===== config.mk =====
export PLATFORM = sky130hd
export DESIGN_NAME = alu_ctrl_flat
export DESIGN_NICKNAME = d
export VERILOG_FILES = /design/src/rtl/alu_pkg.sv /design/src/rtl/alu_ctrl_if.sv /design/src/rtl/alu_res_fifo.sv /design/src/rtl/alu_ctrl.sv /design/src/flat_wrapper.sv
export SDC_FILE = /design/constraint.sdc
export NUM_CORES = 1
export LEC_CHECK = 0
export CAP_MARGIN = 20
export CORE_MARGIN = 10
export CORE_UTILIZATION = 30
export DETAILED_ROUTE_END_ITERATION = 10
export SLEW_MARGIN = 15
export SYNTH_ARGS = -nofsm -noshare
export SYNTH_HDL_FRONTEND = slang
export SYNTH_SLANG_ARGS = --single-unit

===== constraint.sdc =====
create_clock -name clk -period 1.8 [get_ports clk]
set_clock_uncertainty 0.15 [all_clocks]
set_input_delay 0.18 -clock clk [delete_from_list [all_inputs] [get_ports clk]]
set_output_delay 0.18 -clock clk [all_outputs]
set_load 0.02 [all_outputs]

===== src/rtl/alu_pkg.sv =====
// Shared types for the ALU sequencing front-end.
// Optional build macro ALU_CTRL_ZFLAG_EN adds a zero flag to each result entry.
package alu_pkg;

    localparam int ALU_W = 16;

    typedef enum logic [1:0] {
        OP_AND = 2'b00,
        OP_OR  = 2'b01,
        OP_ADD = 2'b10,
        OP_SUB = 2'b11
    } alu_op_t;

    typedef struct packed {
        logic [ALU_W-1:0] data;
        logic             cout;
`ifdef ALU_CTRL_ZFLAG_EN
        logic             zero;
`endif
    } alu_res_t;

endpackage


===== src/rtl/alu_ctrl_if.sv =====
// Command and result handshake channels of alu_ctrl.
// master = issue/consume side, slave = the controller.
// Optional build macro ALU_CTRL_ZFLAG_EN adds res_zero to the result channel.
interface alu_ctrl_if #(
    parameter int W = 16
);
    logic         cmd_valid;
    logic         cmd_ready;
    logic [1:0]   cmd_op;
    logic [W-1:0] cmd_a;
    logic [W-1:0] cmd_b;

    logic         res_valid;
    logic         res_ready;
    logic [W-1:0] res_data;
    logic         res_cout;
`ifdef ALU_CTRL_ZFLAG_EN
    logic         res_zero;

    modport master (
        output cmd_valid, cmd_op, cmd_a, cmd_b, res_ready,
        input  cmd_ready, res_valid, res_data, res_cout, res_zero
    );

    modport slave (
        input  cmd_valid, cmd_op, cmd_a, cmd_b, res_ready,
        output cmd_ready, res_valid, res_data, res_cout, res_zero
    );
`else
    modport master (
        output cmd_valid, cmd_op, cmd_a, cmd_b, res_ready,
        input  cmd_ready, res_valid, res_data, res_cout
    );

    modport slave (
        input  cmd_valid, cmd_op, cmd_a, cmd_b, res_ready,
        output cmd_ready, res_valid, res_data, res_cout
    );
`endif
endinterface


===== src/rtl/alu_res_fifo.sv =====
// Small synchronous result FIFO: power-of-two depth, naturally wrapping
// pointers, occupancy counter, simultaneous push/pop keeps occupancy.
// Storage is reset so the head reads as zero out of reset.
module alu_res_fifo
    import alu_pkg::*;
#(
    parameter int DEPTH = 2
) (
    input  logic     clk,
    input  logic     rst_n,
    input  logic     push,
    input  alu_res_t push_data,
    input  logic     pop,
    output alu_res_t head,
    output logic     full,
    output logic     empty
);
    localparam int AW = (DEPTH > 1) ? $clog2(DEPTH) : 1;
    localparam int CW = AW + 1;

    alu_res_t        mem_q [DEPTH];
    alu_res_t        mem_d [DEPTH];
    logic [AW-1:0]   wr_ptr_q, wr_ptr_d;
    logic [AW-1:0]   rd_ptr_q, rd_ptr_d;
    logic [CW-1:0]   cnt_q, cnt_d;
    logic            do_push;
    logic            do_pop;

    assign full    = (cnt_q == CW'(DEPTH));
    assign empty   = (cnt_q == '0);
    assign do_push = push && !full;
    assign do_pop  = pop && !empty;
    assign head    = mem_q[rd_ptr_q];

    // Next-state for storage, pointers and occupancy.
    always_comb begin
        mem_d    = mem_q;
        wr_ptr_d = wr_ptr_q;
        rd_ptr_d = rd_ptr_q;
        cnt_d    = cnt_q;
        if (do_push) begin
            mem_d[wr_ptr_q] = push_data;
            wr_ptr_d        = wr_ptr_q + AW'(1);
        end
        if (do_pop) begin
            rd_ptr_d = rd_ptr_q + AW'(1);
        end
        case ({do_push, do_pop})
            2'b10:   cnt_d = cnt_q + CW'(1);
            2'b01:   cnt_d = cnt_q - CW'(1);
            default: cnt_d = cnt_q;
        endcase
    end

    // FIFO state registers; reset flushes contents.
    always_ff @(posedge clk or negedge rst_n) begin
        if (!rst_n) begin
            for (int i = 0; i < DEPTH; i++) begin
                mem_q[i] <= '0;
            end
            wr_ptr_q <= '0;
            rd_ptr_q <= '0;
            cnt_q    <= '0;
        end else begin
            mem_q    <= mem_d;
            wr_ptr_q <= wr_ptr_d;
            rd_ptr_q <= rd_ptr_d;
            cnt_q    <= cnt_d;
        end
    end

endmodule


===== src/rtl/alu_ctrl.sv =====
// Sequencing front-end for the combinational bit-slice ALU.
// Registers a command into the ALU inputs, captures o/cout one cycle later
// into a result FIFO and counts completed operations.
// Optional build macro ALU_CTRL_ZFLAG_EN adds a per-result zero flag (res_zero).
//
// state | meaning
// IDLE  | waiting for a command; ready when the FIFO has room (or pops now)
// EXEC  | ALU inputs stable; result captured at the closing edge
module alu_ctrl
    import alu_pkg::*;
#(
    parameter int W          = ALU_W,
    parameter int FIFO_DEPTH = 2
) (
    input  logic         clk,
    input  logic         rst_n,
    alu_ctrl_if.slave    bus,
    output logic [1:0]   alu_op,
    output logic [W-1:0] alu_i0,
    output logic [W-1:0] alu_i1,
    input  logic [W-1:0] alu_o,
    input  logic         alu_cout,
    output logic [15:0]  ops_done
);
    localparam logic [0:0] S_IDLE = 1'b0;
    localparam logic [0:0] S_EXEC = 1'b1;

    logic [0:0]   state_q, state_d;
    alu_op_t      op_q, op_d;
    logic [W-1:0] i0_q, i0_d;
    logic [W-1:0] i1_q, i1_d;
    logic [15:0]  ops_done_q, ops_done_d;
    logic         live_q, live_d;

    logic         push;
    logic         pop;
    logic         accept;
    logic         fifo_full;
    logic         fifo_empty;
    alu_res_t     push_res;
    alu_res_t     head_res;

    // live_q keeps cmd_ready low until the first edge after reset release.
    assign live_d        = 1'b1;
    assign pop           = bus.res_valid && bus.res_ready;
    assign bus.cmd_ready = live_q && (state_q == S_IDLE) && (!fifo_full || pop);
    assign accept        = bus.cmd_valid && bus.cmd_ready;

    assign alu_op   = op_q;
    assign alu_i0   = i0_q;
    assign alu_i1   = i1_q;
    assign ops_done = ops_done_q;

    assign bus.res_valid = !fifo_empty;
    assign bus.res_data  = head_res.data;
    assign bus.res_cout  = head_res.cout;
`ifdef ALU_CTRL_ZFLAG_EN
    assign bus.res_zero  = head_res.zero;
`endif

    // Pack the raw ALU outputs into a FIFO entry.
    always_comb begin
        push_res      = '0;
        push_res.data = alu_o;
        push_res.cout = alu_cout;
`ifdef ALU_CTRL_ZFLAG_EN
        push_res.zero = (alu_o == '0);
`endif
    end

    // FSM: capture operands on accept, push the result one cycle later.
    always_comb begin
        state_d    = state_q;
        op_d       = op_q;
        i0_d       = i0_q;
        i1_d       = i1_q;
        ops_done_d = ops_done_q;
        push       = 1'b0;
        case (state_q)
            S_IDLE: begin
                if (accept) begin
                    op_d    = alu_op_t'(bus.cmd_op);
                    i0_d    = bus.cmd_a;
                    i1_d    = bus.cmd_b;
                    state_d = S_EXEC;
                end
            end
            S_EXEC: begin
                push       = 1'b1;
                ops_done_d = ops_done_q + 16'd1;
                state_d    = S_IDLE;
            end
            default: state_d = S_IDLE;
        endcase
    end

    // Controller state registers; operand registers hold between commands.
    always_ff @(posedge clk or negedge rst_n) begin
        if (!rst_n) begin
            state_q    <= S_IDLE;
            op_q       <= OP_AND;
            i0_q       <= '0;
            i1_q       <= '0;
            ops_done_q <= '0;
            live_q     <= 1'b0;
        end else begin
            state_q    <= state_d;
            op_q       <= op_d;
            i0_q       <= i0_d;
            i1_q       <= i1_d;
            ops_done_q <= ops_done_d;
            live_q     <= live_d;
        end
    end

    alu_res_fifo #(
        .DEPTH (FIFO_DEPTH)
    ) u_fifo (
        .clk       (clk),
        .rst_n     (rst_n),
        .push      (push),
        .push_data (push_res),
        .pop       (pop),
        .head      (head_res),
        .full      (fifo_full),
        .empty     (fifo_empty)
    );

endmodule


===== src/flat_wrapper.sv =====
// flat-port wrapper written by rule: the top's interface ports become plain ports
module alu_ctrl_flat import alu_pkg::*;
#(
    parameter int W          = ALU_W,
    parameter int FIFO_DEPTH = 2
)
  (clk, rst_n, alu_op, alu_i0, alu_i1, alu_o, alu_cout, ops_done, bus_cmd_valid, bus_cmd_op, bus_cmd_a, bus_cmd_b, bus_res_ready, bus_cmd_ready, bus_res_valid, bus_res_data, bus_res_cout);
  alu_ctrl_if #(.W(W)) bus_i ();
  input  logic clk;
  input  logic rst_n;
  output logic [1:0] alu_op;
  output logic [W-1:0] alu_i0;
  output logic [W-1:0] alu_i1;
  input  logic [W-1:0] alu_o;
  input  logic alu_cout;
  output logic [15:0] ops_done;
  input wire logic [$bits(bus_i.cmd_valid)-1:0] bus_cmd_valid;
  input wire logic [$bits(bus_i.cmd_op)-1:0] bus_cmd_op;
  input wire logic [$bits(bus_i.cmd_a)-1:0] bus_cmd_a;
  input wire logic [$bits(bus_i.cmd_b)-1:0] bus_cmd_b;
  input wire logic [$bits(bus_i.res_ready)-1:0] bus_res_ready;
  output wire logic [$bits(bus_i.cmd_ready)-1:0] bus_cmd_ready;
  output wire logic [$bits(bus_i.res_valid)-1:0] bus_res_valid;
  output wire logic [$bits(bus_i.res_data)-1:0] bus_res_data;
  output wire logic [$bits(bus_i.res_cout)-1:0] bus_res_cout;
  assign bus_i.cmd_valid = bus_cmd_valid;
  assign bus_i.cmd_op = bus_cmd_op;
  assign bus_i.cmd_a = bus_cmd_a;
  assign bus_i.cmd_b = bus_cmd_b;
  assign bus_i.res_ready = bus_res_ready;
  assign bus_cmd_ready = bus_i.cmd_ready;
  assign bus_res_valid = bus_i.res_valid;
  assign bus_res_data = bus_i.res_data;
  assign bus_res_cout = bus_i.res_cout;
  alu_ctrl #(.W(W), .FIFO_DEPTH(FIFO_DEPTH)) u_core (.clk(clk), .rst_n(rst_n), .bus(bus_i), .alu_op(alu_op), .alu_i0(alu_i0), .alu_i1(alu_i1), .alu_o(alu_o), .alu_cout(alu_cout), .ops_done(ops_done));
endmodule

==> impl_metrics.csv, run 1 <==
group,metric,value,unit
run_status,status,"finished, final reports clean",
global_route,antenna_found_initial,0,
job,maxCapViolCount,0,
clock_tree,tritoncts,"built",
setup_path,critPathLaunchType,"flip-flop",
final_layout,syn2layout_area_growth,50.9,%
clock_tree,clock_latency,0.34,ns
placement,io_buffer_count,123,
detailed_routing,antenna_left,0,
final_layout,nFillCells,1179,
setup_path,crit_fanout,3,
timing,slew_headroom,0.605,
synth,synthArstFlopShare,1.00,
synth,yosys_warnings,0,
floorplan,die_h,133,µm
power_and_ir_drop,p_leak,2.58,nW
setup_path,slowest_delay,0.41,ns
synth,synth_top_cells_by_count,"dfrtp_1, mux2_2, mux2_4, xor2_1, xnor2_1",
clock_tree,cts-htree-levels,3,
setup_path,cpLargestDelayFamily,"simple AND/OR/NAND/NOR gates",
final_layout,n_antenna_cell,0,
global_route,grt_max_degree,45,
synth,synth_edf_count,0,
synth,ys_seq_area_frac,0.587,
floorplan,io-pin-count,124,
power_and_ir_drop,max-vdd-ir-drop,0.730,mV
setup_path,cp_slowest_cell,"dfrtp_1",
timing,rsz0062_at_grt,"yes",
final_layout,finalNonFillerCells,566,
setup_path,path_cells,"or3b_4 -> and2_4 -> buf_6",
placement,place_congestion,0.691,
timing,fin_crit,1.76,ns
synth,yosysTopAreaCell,"dfrtp_1",
global_route,grt_remaining_overflow,0,
synth,ys_ff_latch,90,
timing,fmax,0.568,GHz
detailed_routing,drt-pass1-iter-count,3,
clock_tree,numCtsBuffers,9,
synth,synth_top_family_by_area,"multiplexers",
floorplan,rows,41,
timing,slew_violations,0,
setup_path,required,1.47,ns
setup_path,crit_arrival,1.43,ns
timing,fin_crit_sh,0.977,
setup_path,critPathBufInv,1,
synth,synth_compound_area_frac,0,
clock_tree,path_clk_slew,0.07,ns
final_layout,post-route-cell-area,5790,µm²
setup_path,worstSetupEndpointType,"output pin",
setup_path,criticalPathCategory,"reg -> out",
placement,dp_hpwl,6660,µm
worst_hold_path,hp-class,"in -> async",
synth,syn_area,3830,µm²
power_and_ir_drop,power_density,1620,nW/µm²
final_layout,drive_gt1_frac,0.371,
synth,synthSimpleGateAreaFrac,0.0506,
timing,tns,0,ns
global_route,track_usage,0.110,
detailed_routing,drt-initial-drc-count,117,
floorplan,dieWidth,133,µm
synth,synth.mux.area_fraction,0.281,
synth,synth_top_area_frac,0.587,
detailed_routing,totalWireLength,9920,µm
detailed_routing,route.detailed.drc,0,
clock_tree,cts.sinks,90,
detailed_routing,vias,2523,
final_layout,num-nets-final,446,
synth,synth_cell_types,27,
global_route,grt_pass1_wl,15400,µm
synth,avgSynthCellArea,15.6,µm²
synth,synth_xor_xnor_area_share,0.0457,
synth,yosys.cell_count.top_type,"dfrtp_1",
synth,yosys.area_share.adder,0.00653,
floorplan,die-area,17700,µm²
clock_tree,cts.path.max_buffers,2,
final_layout,final_util,0.460,
placement,dp_cells,544,
floorplan,core-area,12600,µm²
synth,synthCells,246,
floorplan,initial_utilization,0.305,
detailed_routing,post_drt_wl_per_cell,17.5,µm
detailed_routing,vias_per_cell,4.46,
synth,synth_ff_type,"dfrtp_1",
timing,setup_viol,0,
timing,hold_viol_final,0,
placement,placed_cell_area,5340,µm²
synth,syn_nets,303,
timing,max_slew.worst_pin.slew,0.593,ns
global_route,grt_pass1_vias,2780,
synth,synth.area.top_cells,"dfrtp_1, mux2_2, mux2_4, xor2_1, xnor2_1",
clock_tree,root_buffer,"clkbuf_16",
-- area by class of cell --
type	instances	area, µm²	area share
flip-flops and latches	90	2250	0.389
clock inverters	4	51.3	0.00887
multi-input cells	144	1550	0.267
well taps	172	215	0.0372
inverters	2	7.51	0.00130
clock buffers	12	246	0.0426
repair buffers	142	1470	0.253
-- flip-flops by register name, summed over array words and instances, names as in the netlist --
register                cells
u_core.live_q               1
u_core.ops_done            16
u_core.alu_op               2
u_core.u_fifo.rd_ptr_q      1
u_core.u_fifo.wr_ptr_q      1
u_core.u_fifo.cnt_q         2
u_core.alu_i1              16
u_core.alu_i0              16
u_core.u_fifo.mem_q        34
u_core.state_q              1
-- metrics by stage --
step | hold WS (ns) | power (mW) | setup WS, ns
after floorplan | -0.266 | 5.54 | 0.0302
after global placement | 0.0808 | 7.37 | -0.210
after detailed placement | 0.0828 | 7.45 | -0.254
after CTS | 0.254 | 9.15 | -0.0534
after global routing | 0.288 | 9.93 | -0.0339
final | 0.228 | 9.36 | 0.0406
-- worst paths after layout --
path / endpoint / depth (start not counted) / from / slack (ns)
max: bus_cmd_ready / 3 / u_core.u_fifo.cnt_q[0]$_DFFE_PN0P_ / 0.04
min: u_core.alu_i0[11]$_DFFE_PN0P_ / 2 / rst_n / 0.23
max reg2reg: u_core.alu_op[0]$_DFFE_PN0P_ / 4 / u_core.u_fifo.cnt_q[0]$_DFFE_PN0P_ / 0.05
min reg2reg: u_core.ops_done[15]$_DFFE_PN0P_ / 1 / u_core.ops_done[15]$_DFFE_PN0P_ / 0.33
max in group asynchronous: u_core.u_fifo.rd_ptr_q$_DFFE_PN0P_ / 3 / rst_n / 0.58
min in group clk: u_core.alu_i1[10]$_DFFE_PN0P_ / 2 / bus_cmd_b[10] / 0.29
-- worst reg2reg max path: stages, from the launching register on --
cell	delay, ns
dfrtp_1	0.41
or3b_4	0.39
and3_4	0.20
buf_4	0.18
mux2_4	0.31
-- logic make-up (layout without fill, tap and decap cells) --
group         Yosys count  count (layout)
simple gates           35              35
buf+inv                12             160
mux                    86              86
other cells             1               1
xor+xnor               20              20
flops                  90              90
fa+ha+maj               2               2
-- placed cells by master, fill, tap and decap left out, types with 2 or more instances in the layout --
| cell | n |
|---|---|
| clkbuf_16 | 12 |
| clkbuf_1 | 2 |
| nand3_1 | 5 |
| nor2_1 | 2 |
| dlygate4sd2_1 | 2 |
| buf_4 | 8 |
| xnor2_1 | 7 |
| nor4_1 | 5 |
| nand2_1 | 5 |
| xor2_1 | 12 |
| buf_2 | 13 |
| inv_1 | 2 |
| mux2_2 | 47 |
| buf_6 | 7 |
| nor3_1 | 4 |
| dfrtp_1 | 89 |
| mux2_4 | 37 |
| dlymetal6s2s_1 | 4 |
| mux2_1 | 2 |
| clkdlybuf4s50_1 | 98 |
| nand4_1 | 5 |
| buf_12 | 5 |
-- power by group --
| group | switching [mW] | total (mW) | internal [mW] |
|---|---|---|---|
| combinational | 1.84 | 4.21 | 2.37 |
| sequential | 0.457 | 3.25 | 2.80 |
| clock | 0.785 | 1.90 | 1.12 |
| total | 3.08 | 9.36 | 6.28 |
-- repair_timing --
| action | 4_1_cts | 5_1_grt |
|---|---|---|
| resized for setup | 77 | 32 |
| endpoints found under the setup margin | 45 | 42 |
| hold endpoints to repair | 41 | 0 |
| pin swaps | 0 | 3 |
| hold buffers | 1 | 0 |
| buffers inserted | 1 | 2 |
| gates cloned | 1 | 3 |
-- metal layers --
metal,part of all wire,track usage,wire length (µm)
met5,0,0,0
met4,0.016,0.0495,163
met3,0.055,0.0375,545
met2,0.47,0.163,4620
met1,0.46,0.142,4590
No activity file was read; power rests on OpenSTA's default activity.
==> inputs of run 2 (changes only) <==
Settings changed: MAX_ROUTING_LAYER set to met4.
==> run 2 against run 1 <==
Total power is 0.26% lower. Critical path depth unchanged. Global-route usage rose by 0.32 points. Non-clock buffer count unchanged. Via count decreased by 0.67%. Die area unchanged. Core utilization hardly changed. Sequential share of layout area hardly changed. Combinational power about the same. First-iteration DRC count is 3.4% higher. Worst setup slack better by 0.00067 ns. Cell area fell by 0.11%. Critical endpoint unchanged. Highest routed layer unchanged.
==> impl_metrics.csv, run 2 (same netlist as run 1, synthesis figures left out) <==
group,metric,value,unit
clock_tree,cts-htree-levels,3,
final_layout,final_cell_mix,"clkdlybuf4s50_1, dfrtp_1, mux2_2",
final_layout,syn2layout_area_growth,50.7,%
setup_path,crit_fanout,3,
final_layout,finalNonFillerCells,566,
final_layout,num-nets-final,446,
global_route,grt_pass1_vias,2780,
setup_path,rr_endpoint,"u_core.alu_op[0]$_DFFE_PN0P_",
clock_tree,cts.path.max_buffers,2,
setup_path,reg2reg_slack,0.05,ns
worst_hold_path,hp-class,"in -> async",
detailed_routing,vias_per_cell,4.43,
global_route,grt_pass1_wl,15400,µm
floorplan,core-area,12600,µm²
timing,fin_crit_sh,0.977,
setup_path,r2r-start,"u_core.u_fifo.cnt_q[0]$_DFFE_PN0P_",
setup_path,reg2reg_depth,4,
placement,place_congestion,0.698,
clock_tree,numCtsBuffers,9,
final_layout,final_common_cell,"clkdlybuf4s50_1",
setup_path,required,1.47,ns
clock_tree,root_buffer,"clkbuf_16",
timing,fmax,0.569,GHz
timing,max_slew.worst_pin.slew,0.593,ns
detailed_routing,route.detailed.drc,0,
detailed_routing,antenna_left,0,
power_and_ir_drop,p_switching,3.08,mW
timing,setup_viol,0,
placement,dp_cells,544,
timing,slew_violations,0,
power_and_ir_drop,p_leak,2.57,nW
final_layout,largest_register_ffs,34,
clock_tree,tritoncts,"built",
floorplan,dieWidth,133,µm
timing,slew_headroom,0.605,
global_route,grt_remaining_overflow,0,
power_and_ir_drop,netSwitchingFraction,0.329,
setup_path,critPathLaunchType,"flip-flop",
floorplan,die-area,17700,µm²
detailed_routing,post_drt_wl_per_cell,17.5,µm
power_and_ir_drop,internal_power,6.26,mW
run_status,status,"finished, final reports clean",
detailed_routing,vias,2506,
final_layout,drive_gt1_frac,0.371,
timing,fin_crit,1.76,ns
setup_path,criticalPathCategory,"reg -> out",
global_route,grt_max_degree,45,
power_and_ir_drop,max-vdd-ir-drop,0.730,mV
power_and_ir_drop,pwr-share-clk,0.204,
global_route,track_usage,0.113,
job,maxCapViolCount,0,
timing,hold_viol_final,0,
setup_path,worstSetupEndpointType,"output pin",
power_and_ir_drop,power_frac_comb,0.448,
timing,tns,0,ns
placement,io_buffer_count,123,
floorplan,io-pin-count,124,
global_route,antenna_found_initial,0,
floorplan,initial_utilization,0.305,
clock_tree,path_clk_slew,0.07,ns
power_and_ir_drop,p_seq_frac,0.349,
detailed_routing,totalWireLength,9920,µm
timing,rsz0062_at_grt,"yes",
floorplan,rows,41,
placement,dp_hpwl,6660,µm
detailed_routing,drt-initial-drc-count,121,
floorplan,die_h,133,µm
power_and_ir_drop,power_density,1620,nW/µm²
clock_tree,clock_latency,0.34,ns
detailed_routing,drt-pass1-iter-count,4,
final_layout,n_antenna_cell,0,
clock_tree,cts.sinks,90,
final_layout,top_register,"u_core.u_fifo.mem_q",
setup_path,crit_arrival,1.43,ns
==> run 2: changes by cell type in the layout (fill, tap and decap cells not counted) <==
cell and change:
buf_2 +1, buf_6 -1
==> run 2: stage by stage <==
step                      setup slack, ns  area [µm²]  hold WS [ns]  power (mW)   util
final                              0.0413        5780         0.229        9.34  0.460
after global routing              -0.0339        5780         0.288        9.90  0.460
after CTS                         -0.0534        5600         0.254        9.15  0.445
after detailed placement           -0.254        5340        0.0828        7.45  0.425
after global placement             -0.210        5340        0.0808        7.37  0.425
after floorplan                    0.0302        3830        -0.266        5.54      -
==> run 2: cell type report <==
| type | count | area, µm² |
|---|---|---|
| Clock buffer | 12 | 246 |
| Clock inverter | 4 | 51.3 |
| Fill cell | 1178 | 6790 |
| Inverter | 2 | 7.51 |
| Multi-Input combinational cell | 144 | 1550 |
| Sequential cell | 90 | 2250 |
| Tap cell | 172 | 215 |
| Timing Repair Buffer | 142 | 1460 |
==> run 2: power by group through the flow <==
stage | clock network, mW | registers (mW) | logic, mW
global placement | 0 | 3.24 | 4.13
finish | 1.90 | 3.25 | 4.18
detailed placement | 0 | 3.27 | 4.18
floorplan | 0 | 3.58 | 1.96
global route | 2.07 | 3.37 | 4.46
CTS | 1.98 | 3.24 | 3.93
==> run 2: what timing repair did <==
action / in CTS / in global routing
setup endpoints to repair: 45 / 42
cloned: 1 / 3
pin swaps: 0 / 3
gates resized for setup: 77 / 30
setup buffers: 1 / 2
hold endpoints to repair: 41 / 0
hold buffers: 1 / 0
==> run 2: worst max-delay path by stage <==
stage                     cells after the start                                 end                                from
after CTS                                     3                       bus_cmd_ready  u_core.u_fifo.cnt_q[0]$_DFFE_PN0P_
after global routing                          6  u_core.u_fifo.cnt_q[1]$_DFFE_PN0P_  u_core.u_fifo.cnt_q[1]$_DFFE_PN0P_
after global placement                        4                       bus_cmd_ready                       bus_res_ready
after floorplan                               5        u_core.alu_i0[0]$_DFFE_PN0P_  u_core.u_fifo.cnt_q[0]$_DFFE_PN0P_
after detailed placement                      4                       bus_cmd_ready                       bus_res_ready
final                                         3                       bus_cmd_ready  u_core.u_fifo.cnt_q[0]$_DFFE_PN0P_
==> run 2: worst max-delay path, stage by stage, from the launching register on <==
cell	delay [ns]
dfrtp_1	0.41
or3b_4	0.39
and2_4	0.17
buf_6	0.12
==> run 2: per-layer routing <==
metal | wire length [µm] | vias to the layer above | global-route usage | part of all wire
met5 | 0 | - | - | 0
met4 | 134 | 0 | 0.0495 | 0.014
met3 | 428 | 11 | 0.0314 | 0.043
met2 | 4630 | 80 | 0.163 | 0.47
met1 | 4720 | 1256 | 0.146 | 0.48
li1 | - | 1159 | - | -
==> inputs of run 3 (changes only) <==
Settings changed: MAX_ROUTING_LAYER met4 to unset, SKIP_LAST_GASP set to 1.
==> run 3 against run 2 <==
The flow now finishes with violations (negative setup slack). Total power decreased by 1.9%. Die area unchanged. Combinational power decreased by 4%. Critical path type unchanged. Critical endpoint unchanged. Largest power group unchanged.
==> impl_metrics.csv, run 3 (same netlist as run 1, synthesis figures left out) <==
group,metric,value,unit
final_layout,num-nets-final,447,
timing,fin_crit_sh,1.01,
final_layout,post-route-cell-area,5700,µm²
run_status,violations,"negative setup slack",
setup_path,criticalPathCategory,"reg -> out",
global_route,grt_pass1_wl,15400,µm
final_layout,final_util,0.454,
clock_tree,cts-htree-levels,3,
floorplan,rows,41,
global_route,antenna_found_initial,0,
job,maxCapViolCount,0,
power_and_ir_drop,power_density,1610,nW/µm²
final_layout,drive_gt1_frac,0.370,
detailed_routing,vias_per_cell,4.44,
placement,placed_cell_area,5340,µm²
clock_tree,root_buffer,"clkbuf_16",
worst_hold_path,hp-class,"in -> async",
detailed_routing,post_drt_wl_per_cell,17.2,µm
timing,setup_viol,6,
detailed_routing,drt-initial-drc-count,121,
global_route,grt_use_met2,0.163,
final_layout,largest_register_ffs,34,
global_route,track_usage,0.110,
setup_path,critPathLaunchType,"flip-flop",
timing,max_slew.worst_pin.slew,0.597,ns
final_layout,final_common_cell,"clkdlybuf4s50_1",
global_route,gr-usage-met1,0.141,
final_layout,nFillCells,1187,
run_status,status,"complete, but fails checks",
clock_tree,path_clk_slew,0.07,ns
setup_path,required,1.47,ns
detailed_routing,route.detailed.drc,0,
detailed_routing,vias,2518,
timing,fin_crit,1.83,ns
timing,slew_headroom,0.602,
timing,rsz0062_at_grt,"yes",
global_route,grt_use_met3,0.0386,
detailed_routing,totalWireLength,9750,µm
final_layout,regArea,2250,µm²
floorplan,io-pin-count,124,
timing,worst_slack,-0.0270,ns
timing,fmax,0.547,GHz
final_layout,top_register,"u_core.u_fifo.mem_q",
final_layout,final_cell_mix,"clkdlybuf4s50_1, dfrtp_1, mux2_2",
global_route,grt_pass1_vias,2780,
clock_tree,tritoncts,"built",
global_route,grt_remaining_overflow,0,
floorplan,die-area,17700,µm²
power_and_ir_drop,max-vdd-ir-drop,0.726,mV
placement,place_congestion,0.691,
setup_path,crit_arrival,1.50,ns
timing,slew_violations,0,
final_layout,n_antenna_cell,0,
setup_path,worstSetupEndpointType,"output pin",
clock_tree,cts.sinks,90,
global_route,grt_max_degree,45,
detailed_routing,drt-pass1-iter-count,3,
final_layout,multi_input_area,1510,µm²
final_layout,syn2layout_area_growth,48.7,%
setup_path,crit_fanout,3,
floorplan,core-area,12600,µm²
global_route,grt.busiest_layer,"met2",
clock_tree,clock_latency,0.34,ns
floorplan,die_h,133,µm
timing,hold_viol_final,0,
detailed_routing,antenna_left,0,
power_and_ir_drop,p_leak,2.54,nW
clock_tree,numCtsBuffers,9,
placement,io_buffer_count,123,
clock_tree,cts.path.max_buffers,2,
placement,dp_hpwl,6660,µm
floorplan,dieWidth,133,µm
floorplan,initial_utilization,0.305,
-- run 3: cell type report --
cell class                      count  share of cell area
Tap cell                          172              0.0377
Sequential cell                    90               0.395
Clock buffer                       12              0.0432
Inverter                            2             0.00132
Timing Repair Buffer              143               0.248
Multi-Input combinational cell    144               0.265
Clock inverter                      4             0.00900
-- run 3: timing repair --
action / CTS / global route
gates cloned: 1 / 2
setup buffers: 1 / 2
endpoints found under the setup margin: 45 / 57
pin swaps: 0 / 2
hold buffers: 1 / 0
resized for setup: 29 / 43
hold endpoints to repair: 41 / 0
-- run 3: worst paths after layout --
kind | startpoint | end | slack (ns) | depth (start not counted)
worst max-delay path | u_core.u_fifo.cnt_q[0]$_DFFE_PN0P_ | bus_cmd_ready | -0.03 | 3
worst min-delay path | rst_n | u_core.alu_i0[11]$_DFFE_PN0P_ | 0.23 | 2
worst max register to register | u_core.u_fifo.cnt_q[0]$_DFFE_PN0P_ | u_core.u_fifo.mem_q[25]$_DFFE_PN0P_ | 0.02 | 6
worst min register to register | u_core.ops_done[15]$_DFFE_PN0P_ | u_core.ops_done[15]$_DFFE_PN0P_ | 0.33 | 1
max in group asynchronous | rst_n | u_core.u_fifo.rd_ptr_q$_DFFE_PN0P_ | 0.58 | 3
min in group clk | bus_cmd_b[10] | u_core.alu_i1[10]$_DFFE_PN0P_ | 0.29 | 2
-- run 3: worst max-delay path, stage by stage, from the launching register on --
cell	delay, ns
dfrtp_1	0.40
or3b_4	0.40
and2_2	0.19
buf_2	0.15
-- run 3: stage by stage --
stage / std cells / setup slack [ns] / total power [mW] / TNS [ns] / hold slack (ns)
floorplan: 246 / 0.0302 / 5.54 / 0 / -0.266
global placement: 544 / -0.210 / 7.37 / -4.54 / 0.0808
detailed placement: 544 / -0.254 / 7.45 / -6.25 / 0.0828
CTS: 563 / -0.150 / 9.24 / -2.11 / 0.254
global route: 567 / -0.0846 / 9.72 / -0.977 / 0.288
finish: 567 / -0.0270 / 9.16 / -0.0808 / 0.227
-- run 3: metal layers --
metal | wire (µm) | up-vias
li1 | - | 1160
met1 | 4550 | 1264
met2 | 4450 | 81
met3 | 572 | 13
met4 | 172 | 0
met5 | 0 | -
-- run 3: where the power goes --
part	switching, mW	internal [mW]
clock network	0.784	1.12
logic	1.81	2.21
registers	0.445	2.80
==> edit 1: new RTL, settings of run 1 <==
Reset style: synchronous (`rst_n`), changed in 2 clocked blocks.
--- a/src/rtl/alu_res_fifo.sv
+++ b/src/rtl/alu_res_fifo.sv
@@ -53,7 +53,7 @@
     end
 
     // FIFO state registers; reset flushes contents.
-    always_ff @(posedge clk or negedge rst_n) begin
+    always_ff @(posedge clk) begin
         if (!rst_n) begin
             for (int i = 0; i < DEPTH; i++) begin
                 mem_q[i] <= '0;
--- a/src/rtl/alu_ctrl.sv
+++ b/src/rtl/alu_ctrl.sv
@@ -95,7 +95,7 @@
     end
 
     // Controller state registers; operand registers hold between commands.
-    always_ff @(posedge clk or negedge rst_n) begin
+    always_ff @(posedge clk) begin
         if (!rst_n) begin
             state_q    <= S_IDLE;
             op_q       <= OP_AND;
Formal check against the unedited RTL: differs if rst_n is asserted again (counterexample within 4 cycles, from zero or initial values and one cycle with rst_n low); with rst_n held inactive, the same outputs for 10 cycles.
==> edit 1 against run 1 <==
Critical path depth fell by 2. Global-route usage rose by 1.9 points. Sequential cell count is the same. Wire length rose by 20%. Utilization is 2.0 points lower. Worst setup slack improved by 0.021 ns. Synthesized area rose by 5.2%. Fmax grew 1.2%. Die area up 4.4%. Worst hold slack worse by 0.14 ns. Cell area rose by 0.43%. Critical endpoint is now ops_done[9].
Power is not compared: it rests on default switching activity, and its combinational part moved more than twofold at a synthesized area within 25%.
==> edit 1: results (changes against run 1) <==
* Status: completed
* Largest fanout on the critical path at 6 (+3)
* NumNets Final at 618 (+39%)
* Initial antenna violation count at 0 (unchanged)
* Worst path top cell family by delay: buffers and inverters
* DR iter-0 viols at 195 (+67%)
* Global router's overall resource usage at 12.9% (+1.9 points)
* Buffer type at the clock tree root: clkbuf_16
* Clk pin slew, worst setup/hold paths at approximately 0.06 ns
* Syn nets at 503 (+66%)
* FFs w/ async S/R, synth at 0% (-100 points)
* Cell with the largest stage delay on the worst path: clkdlybuf4s50_1
* Worst Tran Pin Value at 0.621 ns (+0.0277 ns)
* Synth top cells by count: dfxtp_1 (90), nand2_1 (82), a21oi_1 (41)
* CP Data Arrival Time at 1.41 ns (-0.02 ns)
* Worst hold path type: in -> reg
* Most area-consuming cells after synthesis: dfxtp_1 (45%), mux2i_1 (9.9%), nand2_1 (7.6%)
* Via count normalized by instance count at 5.03 (+13%)
* Sequential element share of the synthesized area at 44.7% (-14 points)
* Average wire per cell in the routed design at 16.0 µm (-8.5%)
* Number of distinct library cells after synthesis at 33 (+22%)
* Cell area after placement at 0.00553 mm² (+3.6%)
* DPL Wire Length at 7.97 mm (+20%)
* Wire length of the first global-routing pass at 19.3 mm (+25%)
* Largest net degree at the start of global routing at 62 (+38%)
* Number of optimization iterations in the first detailed-route pass at 4 (+1)
* Number of global-route vias before repair at 3829 (+38%)
* Max incr delay on CP at 0.66 ns (+0.25 ns)
* Port Buffer Count at 123 (unchanged)
* Placer congestion estimate at 0.734 (+6.2%)
* Most used flip-flop cell after synthesis: dfxtp_1
* Worst IR Drop VDD at roughly 0.00046 V
* Worst-Skew Late Latency at 0.34 ns (about the same)
-- edit 1: cell families (layout without fill, tap and decap cells) --
group                    Yosys count  count (layout)  synth area share, %
buffers and inverters             48             168                 5.99
adder cells (fa/ha/maj)            2               2                0.620
XOR/XNOR                           7               7                 1.52
AO/OA/AOI/OAI                     85              85                 13.0
multiplexers                      57              57                 14.7
AND/OR/NAND/NOR                  157             157                 19.5
flip-flops                        90              90                 44.7
-- edit 1: area by class of cell --
class	count	area, µm²
Clock buffer	15	288
Clock inverter	1	30.0
Fill cell	1278	7380
Inverter	4	15.0
Multi-Input combinational cell	308	2020
Sequential cell	90	1810
Tap cell	176	220
Timing Repair Buffer	148	1430
-- edit 1: metrics by stage --
step	setup WS (ns)	util, %	instances
2_1_floorplan	0.00348	-	446
3_3_place_gp	-0.139	41.9	725
3_5_place_dp	-0.152	41.9	725
4_1_cts	-0.0457	44.0	742
5_1_grt	0.0105	44.1	742
6_report	0.0619	44.1	742
-- edit 1: final timing paths --
kind | slack (ns) | to | start | depth (start not counted)
max reg2reg | 0.16 | u_core.ops_done[7] | u_core.ops_done[5] | 4
min | 0.09 | u_core.live_q | rst_n | 2
min reg2reg | 0.31 | u_core.alu_i1[8] | u_core.alu_i1[8] | 2
max | 0.06 | ops_done[9] | u_core.ops_done[9] | 1
-- edit 1: report_power, final --
part | switching (W) | internal (W) | total, W | leakage (nW)
clock network | 0.000769 | 0.00123 | 0.00200 | 0.156
logic | 0.000431 | 0.000418 | 0.000849 | 1.32
registers | 0.0000520 | 0.00207 | 0.00212 | 0.732
-- edit 1: layer usage --
metal	global-route usage, %	wire length, µm	vias up
li1	-	-	1827
met1	15.0	5150	1755
met2	18.9	5080	138
met3	7.49	1470	12
met4	5.86	206	0
met5	0	0	-
-- edit 1: what timing repair did --
| item | 4_1_cts | 5_1_grt |
|---|---|---|
| cloned | 1 | 0 |
| gates resized for setup | 74 | 10 |
| pin swaps | 0 | 0 |
| setup endpoints to repair | 20 | 8 |
| hold endpoints to repair | 0 | 0 |
| buffers inserted | 0 | 0 |
==> edit 2: new RTL, config.mk and constraints of run 1 <==
Without the edit above. Set the package constant `ALU_W` to 14 (it was 16).
--- a/src/rtl/alu_pkg.sv
+++ b/src/rtl/alu_pkg.sv
@@ -2,7 +2,7 @@
 // Optional build macro ALU_CTRL_ZFLAG_EN adds a zero flag to each result entry.
 package alu_pkg;
 
-    localparam int ALU_W = 16;
+    localparam int ALU_W = 14;
 
     typedef enum logic [1:0] {
         OP_AND = 2'b00,
Ports: changed (6 resized); port bits go from 124 to 112. The function was not compared with the original's and may differ.
==> edit 2 against run 1 <==
Cell area down 10%. Sequential cell count decreased by 8. Clock power shrank 3%. Worst setup slack worse by 0.0026 ns. Fmax decreased by 0.14%. First-iteration DRC count is 43% lower. Total power down 9.1%. Synthesized area decreased by 8.5%. Worst hold slack got worse by 0.013 ns. Wire length shrank 19%. Critical path type unchanged. Highest routed layer unchanged.
==> edit 2: results (changes against run 1) <==
* Syn nets at 273 (-9.9%)
* Port Buffer Count at 111 (-9.8%)
* Number of optimization iterations in the first detailed-route pass at 4 (+1)
* Avg Inst Size Synth at 15.8 µm² (+1.3%)
* Register-to-register path setup slack at 0.07 ns (+0.02 ns)
* Largest net degree at the start of global routing at 46 (+2.2%)
* Global router's overall resource usage at 9.68% (-1.3 points)
* Cell area after placement at 0.00487 mm² (-8.8%)
* Synthesized-area fraction occupied by xor and xnor cells at 4.99% (+0.43 points)
* Reg2Reg Depth at 5 (+1)
* Worst IR Drop VDD at 0.000689 V (-5.6%)
* Routing usage on met2 at 14.4% (-1.9 points)
* Sequential element share of the synthesized area at 58.5% (-0.22 points)
* Status: completed
* M3 GR Usage at 4.59% (+0.84 points)
* Multiplexer share of the synthesized area at 27.5% (-0.59 points)
* Flip-flop count of the largest register after layout at 30 (-12%)
* Final Routed Wirelength at 7.99 mm (-19%)
* DPL Wire Length at 5.85 mm (-12%)
* # Post-CTS Setup Buffers at 3 (+2)
* Headroom to the max-slew limit at 65.2% (+4.7 points)
* Complex-gate fraction of the synthesized area at 0.499% (+0.50 points)
* Cell Count Post-Placement at 478 (-12%)
* Largest fanout on the critical path at 5 (+2)
* Worst setup slack after placement at -0.0571 ns (+0.197 ns)
* Most area-consuming cells after synthesis: dfrtp_1 (59%), mux2_2 (15%), mux2_4 (12%)
* Final non-filler cell total at 499 (-12%)
* Number of global-route vias before repair at 2354 (-15%)
* Number of vias after detailed routing at 2162 (-14%)
* Count of fill cells added during filler insertion at 1060 (-10%)
* Adder and majority gate portion of the synthesized area at 0.714% (+0.061 points)
* Synth top cells by count: dfrtp_1 (82), mux2_2 (47), mux2_4 (29)
* Post-cts sizing count at 60 (-22%)
[edit 2: worst reg2reg max path: stages, from the launching register on]
cell and delay [ns]:
dfrtp_1 0.40, nand2b_4 0.15, o211a_4 0.23, nand2_2 0.10, buf_12 0.22, mux2_2 0.37
[edit 2: routing by layer]
metal  routed length, µm  share of wire, %  vias to the layer above
met4                 123               1.5                        0
met5                   0                 0                        -
met2                3740                47                       66
li1                    -                 -                     1025
met1                3440                43                     1063
met3                 692               8.7                        8
[edit 2: through the flow]
step | TNS (ns) | hold slack, ns
floorplan | 0 | -0.266
finish | 0 | 0.215
CTS | -0.0655 | 0.233
detailed placement | -0.437 | 0.0488
global placement | -0.130 | 0.0389
global route | -0.0183 | 0.265
[edit 2: layout make-up]
type                       instances  area (µm²)  area share, %
sequential                        82        2050           39.4
inverter                           3        11.3          0.216
multi-input combinational        129        1410           27.1
clock buffer                       9         225           4.33
clock inverter                     7        80.1           1.54
tap                              143         179           3.44
timing repair buffer             126        1250           24.0
[edit 2: worst max path at each step]
| stage | from | to | slack [ns] | cells after the start |
|---|---|---|---|---|
| floorplan | u_core.u_fifo.cnt_q[1] | u_core.u_fifo.cnt_q[1] | 0.05 | 6 |
| global placement | bus_res_ready | u_core.alu_i1[5] | -0.04 | 5 |
| CTS | u_core.u_fifo.rd_ptr_q | bus_res_data[2] | -0.03 | 4 |
| detailed placement | bus_res_ready | u_core.alu_i1[5] | -0.06 | 5 |
| global route | u_core.u_fifo.rd_ptr_q | bus_res_data[2] | -0.01 | 4 |
| finish | u_core.u_fifo.rd_ptr_q | bus_res_data[2] | 0.04 | 4 |
[edit 2: power breakdown]
part	total (W)	internal, W	switching [W]
Sequential	0.00298	0.00254	0.000439
Clock	0.00184	0.00108	0.000755
Combinational	0.00370	0.00209	0.00161
